File: src/rtl/mux_sel_scanner.sv
// Scan driver for the 8-input mux tree: holds the byte bank on f1..f8, walks {x,y,z,t}
// through all 16 codes and streams each sampled mux output. SCAN_CHECKSUM_EN adds a result checksum.
module mux_sel_scanner #(
  parameter int DATA_W      = 8,
  parameter int HOLD_CYCLES = 1
) (
  input  logic                  clk,
  input  logic                  rst,
  input  logic                  wr_en,
  input  logic [2:0]            wr_addr,
  input  logic [DATA_W-1:0]     wr_data,
  input  logic                  start,
  output logic [DATA_W-1:0]     f1,
  output logic [DATA_W-1:0]     f2,
  output logic [DATA_W-1:0]     f3,
  output logic [DATA_W-1:0]     f4,
  output logic [DATA_W-1:0]     f5,
  output logic [DATA_W-1:0]     f6,
  output logic [DATA_W-1:0]     f7,
  output logic [DATA_W-1:0]     f8,
  output logic                  x,
  output logic                  y,
  output logic                  z,
  output logic                  t,
  input  logic [2*DATA_W-1:0]   mux_in,
  output logic                  res_valid,
  input  logic                  res_ready,
  output logic [3:0]            res_code,
  output logic [2*DATA_W-1:0]   res_data,
  output logic                  busy,
`ifdef SCAN_CHECKSUM_EN
  output logic [2*DATA_W-1:0]   checksum,
`endif
  output logic                  done
);

  typedef enum logic [1:0] {IDLE, SETTLE, CAPTURE, PRESENT} state_t;

  localparam logic [3:0] RELOAD = 4'(HOLD_CYCLES - 1);

  state_t            state, state_nxt;
  logic [3:0]        code, code_nxt;
  logic [3:0]        cnt, cnt_nxt;
  logic [DATA_W-1:0] bank [8];
  logic              accept_start;
  logic              handshake;
  logic              capture;
  logic              last;

  assign accept_start = (state == IDLE) && start && !wr_en;
  assign handshake    = res_valid && res_ready;

  // Selects come straight from the code flops so the mux tree never sees a decode glitch.
  assign {x, y, z, t} = code;
  assign busy = (state != IDLE);

  assign f1 = bank[0];
  assign f2 = bank[1];
  assign f3 = bank[2];
  assign f4 = bank[3];
  assign f5 = bank[4];
  assign f6 = bank[5];
  assign f7 = bank[6];
  assign f8 = bank[7];

  always_comb begin
    state_nxt = state;
    code_nxt  = code;
    cnt_nxt   = cnt;
    capture   = 1'b0;
    last      = 1'b0;
    case (state)
      IDLE: begin
        if (accept_start) begin
          code_nxt  = 4'd0;
          cnt_nxt   = RELOAD;
          state_nxt = SETTLE;
        end
      end
      SETTLE: begin
        if (cnt == 4'd0) state_nxt = CAPTURE;
        else             cnt_nxt   = cnt - 4'd1;
      end
      CAPTURE: begin
        capture   = 1'b1;
        state_nxt = PRESENT;
      end
      PRESENT: begin
        if (handshake) begin
          if (code == 4'd15) begin
            last      = 1'b1;
            code_nxt  = 4'd0;
            state_nxt = IDLE;
          end else begin
            code_nxt  = code + 4'd1;
            cnt_nxt   = RELOAD;
            state_nxt = SETTLE;
          end
        end
      end
      default: state_nxt = IDLE;
    endcase
  end

  always_ff @(posedge clk) begin
    if (rst) begin
      state     <= IDLE;
      code      <= 4'd0;
      cnt       <= 4'd0;
      res_valid <= 1'b0;
      res_code  <= 4'd0;
      res_data  <= '0;
      done      <= 1'b0;
      for (int i = 0; i < 8; i++) bank[i] <= '0;
    end else begin
      state <= state_nxt;
      code  <= code_nxt;
      cnt   <= cnt_nxt;
      done  <= last;
      // Bank is writable only while idle so it stays frozen for a whole scan.
      if ((state == IDLE) && wr_en) bank[wr_addr] <= wr_data;
      if (capture) begin
        res_data  <= mux_in;
        res_code  <= code;
        res_valid <= 1'b1;
      end else if (handshake) begin
        res_valid <= 1'b0;
      end
    end
  end

`ifdef SCAN_CHECKSUM_EN
  function automatic logic [2*DATA_W-1:0] wrap_add(input logic [2*DATA_W-1:0] a,
                                                   input logic [2*DATA_W-1:0] b);
    return a + b;
  endfunction

  always_ff @(posedge clk) begin
    if (rst || accept_start) checksum <= '0;
    else if (handshake)      checksum <= wrap_add(checksum, res_data);
  end
`endif

endmodule

File: config.mk
export PLATFORM = sky130hd
export DESIGN_NAME = mux_sel_scanner
export DESIGN_NICKNAME = d
export VERILOG_FILES = /design/src/rtl/mux_sel_scanner.sv
export SDC_FILE = /design/constraint.sdc
export NUM_CORES = 1
export LEC_CHECK = 0
export ABC_AREA = 1
export CAP_MARGIN = 40
export CORE_MARGIN = 2
export CORE_UTILIZATION = 45
export DETAILED_ROUTE_END_ITERATION = 7
export PLACE_DENSITY = 0.78
export SETUP_SLACK_MARGIN = 0.1
export SYNTH_ARGS = -nofsm -noshare
export SYNTH_HDL_FRONTEND = slang
export SYNTH_SLANG_ARGS = --single-unit
File: constraint.sdc
create_clock -name clk -period 3.1 [get_ports clk]
set_clock_uncertainty 0.2 [all_clocks]
set_input_delay 0.62 -clock clk [delete_from_list [all_inputs] [get_ports clk]]
set_output_delay 0.62 -clock clk [all_outputs]
set_load 0.05 [all_outputs]
==> impl_metrics.env <==
export IMPL_die_area_sq_um=9280
export IMPL_clock_latency_ps=360
export IMPL_setup_violations=0
export IMPL_clkTransAtPathRegs_ps=90
export IMPL_core_rowCount=33
export IMPL_vdd_drop_max_mv=0.506
export IMPL_p_leak_nw=2.26
export IMPL_cts_tree="done"
export IMPL_antenna_found_initial=0
export IMPL_ant_nets=0
export IMPL_avgRoutedWirePerCell_um=14.5
export IMPL_cap_viol_max_count=0
export IMPL_wl_mm=8.59
export IMPL_antennaDiodeCount=0
export IMPL_status="complete, no violations"
export IMPL_hp_class="register to register"
export IMPL_max_slew_margin_pct=64.7
export IMPL_fmax_mhz=346
export IMPL_yosysWarnings=0
export IMPL_drt_pass1_iter_count=4
export IMPL_drive_gt1_share_pct=8.42
export IMPL_power_density_nw_per_um2=725
export IMPL_finalNonFillerCells=592
export IMPL_first_global_vias=2765
export IMPL_worst_setup_path_start_kind="register"
export IMPL_die_y_um=96.3
export IMPL_critPathKind="register to output pin"
export IMPL_cts_setup_buffers=0
export IMPL_ys_seq_area_share_pct=66.8
export IMPL_rrSetupSlack_ps=1080
export IMPL_syn_to_final_growth_pct=40.6
export IMPL_cts_buffer_depth=2
export IMPL_hold_ws_ps=291
export IMPL_worst_pin_slew_ps=528
export IMPL_rr_worst_depth=6
export IMPL_fp_coreArea_sq_um=8260
export IMPL_drc=0
export IMPL_clock_sinks=96
export IMPL_top_usage_layer="met2"
export IMPL_period_share_pct=93.2
export IMPL_h_tree_depth=3
export IMPL_finalHoldViolCount=0
export IMPL_place_gp_congestion=0.920
export IMPL_layout_common_cells="clkdlybuf4s50_1 (122), nor2_1 (119), edfxtp_1 (64)"
export IMPL_vias=2912
export IMPL_grtUsageTotal_pct=19.9
export IMPL_portBuffers=122
export IMPL_synth_seq_cells=96
export IMPL_cts_resized=0
export IMPL_rsz0062_at_grt="false"
export IMPL_dp_cells=577
export IMPL_initial_core_util_pct=46.5
export IMPL_path_max_fanout=5
export IMPL_overflow=0
export IMPL_reg2reg_to="bank[1][6]$_SDFFCE_PN0P_"
export IMPL_dp_hpwl_mm=6.46
export IMPL_grt_use_met3_pct=5.48
export IMPL_grt_util_met1_pct=24.3
export IMPL_chipWidth_um=96.3
export IMPL_synth_nets=394
export IMPL_hold_depth=2
export IMPL_ctsHoldBuffers=0
export IMPL_nets=523
export IMPL_slew_viol_final=0
export IMPL_root_buffer="clkbuf_8"
export IMPL_timing_rr_start="state[0]$_SDFFE_PP0P_"
export IMPL_numCtsBuffers=9
export IMPL_via_per_inst=4.92
export IMPL_hold_end="res_valid$_SDFFE_PP0P_"
export IMPL_grt_start_max_net_pins=25
export IMPL_min_from="res_valid$_SDFFE_PP0P_"
export IMPL_grt_pass1_wl_mm=13.7
export IMPL_io_pins=123
export IMPL_drt_iter0_drc=138
export IMPL_grtUsageMet2_pct=33.8
export IMPL_synth_cell_area_sq_um=3840
export IMPL_synthCells=354
export IMPL_finalCriticalPeriod_ps=2890
export IMPL_final_common_cell="clkdlybuf4s50_1"
export IMPL_worstPathRequired_ps=2280
export IMPL_synth_area_per_cell_sq_um=10.8
export IMPL_cp_end_kind="output pin"
export IMPL_yosysUniqueCellTypes=28
export IMPL_setup_tns_ps=0
export IMPL_arrival_ps=2070
export IMPL_power_w=0.00391
[metrics by stage]
stage	setup WS, ps	utilization (%)	cell area [sq um]
after floorplan	1180	-	3840
after global placement	636	62.7	5180
after detailed placement	601	62.7	5180
after CTS	203	65.3	5400
after global routing	146	65.3	5400
final	210	65.3	5400
[worst max-delay path by stage]
stage	start	endpoint	slack, ps
after CTS	state[0]$_SDFFE_PP0P_	busy	200
after floorplan	rst	bank[0][0]$_SDFFCE_PN0P_	1180
after detailed placement	rst	bank[1][6]$_SDFFCE_PN0P_	600
after global routing	state[0]$_SDFFE_PP0P_	busy	150
after global placement	wr_addr[2]	bank[5][5]$_SDFFCE_PN0P_	640
final	state[0]$_SDFFE_PP0P_	busy	210
[synthesized netlist by cell type]
cell type | instances | share of area, %
buf_1 | 1 | 0.098
inv_1 | 25 | 2.4
nand3_2 | 1 | 0.26
xor2_1 | 1 | 0.23
xnor2_1 | 2 | 0.46
nand4_1 | 2 | 0.33
nor3_1 | 2 | 0.26
o21ai_0 | 23 | 3.0
nand3b_1 | 1 | 0.20
clkinv_4 | 1 | 0.23
dfxtp_1 | 32 | 17
a21oi_2 | 1 | 0.23
nand3_4 | 1 | 0.46
nand2_2 | 5 | 0.82
nand3_1 | 7 | 0.91
inv_2 | 1 | 0.098
nand4_2 | 1 | 0.33
nor2_1 | 119 | 12
a21oi_1 | 7 | 0.91
buf_6 | 1 | 0.29
clkbuf_1 | 6 | 0.59
nor2_8 | 2 | 1.0
nor2_4 | 1 | 0.29
ha_1 | 8 | 2.6
edfxtp_1 | 64 | 50
nand2_1 | 30 | 2.9
o21bai_1 | 1 | 0.20
nand2_4 | 8 | 2.3
[per-layer routing]
layer | part of all wire, % | up-vias
met2 | 48 | 144
met3 | 9.3 | 12
met1 | 41 | 1344
li1 | - | 1412
met4 | 1.5 | 0
met5 | 0 | -
[sequential cells by signal, summed over array words and instances, names as in the netlist]
name / cells
state: 2
done: 1
res_valid: 1
bank: 64
code: 4
cnt: 4
res_data: 16
res_code: 4
[power by group]
group          switching (W)  leakage (nW)  internal, W
clock network       0.000418         0.106     0.000454
logic               0.000973          1.23     0.000455
registers          0.0000861         0.924      0.00153
[critical path, cell delays in order, from the launching register on]
cell and delay, ps:
dfxtp_1 410, inv_1 120, ha_1 280, inv_1 90, clkdlybuf4s50_1 810
[layout make-up]
type	count	area [sq um]
clock buffers	9	124
clock inverters	6	90.1
fillers	636	2860
inverters	27	106
multi-input cells	223	1130
flip-flops and latches	96	2560
well taps	105	131
repair buffers	126	1250
[logic make-up after synthesis]
kind of cell    synth area share (%)
xor+xnor                       0.685
fa+ha+maj                       2.61
buf+inv                         3.75
simple gates                    21.8
flops                           66.8
compound gates                  4.34
Note: power is estimated with default switching activity, not from simulation.
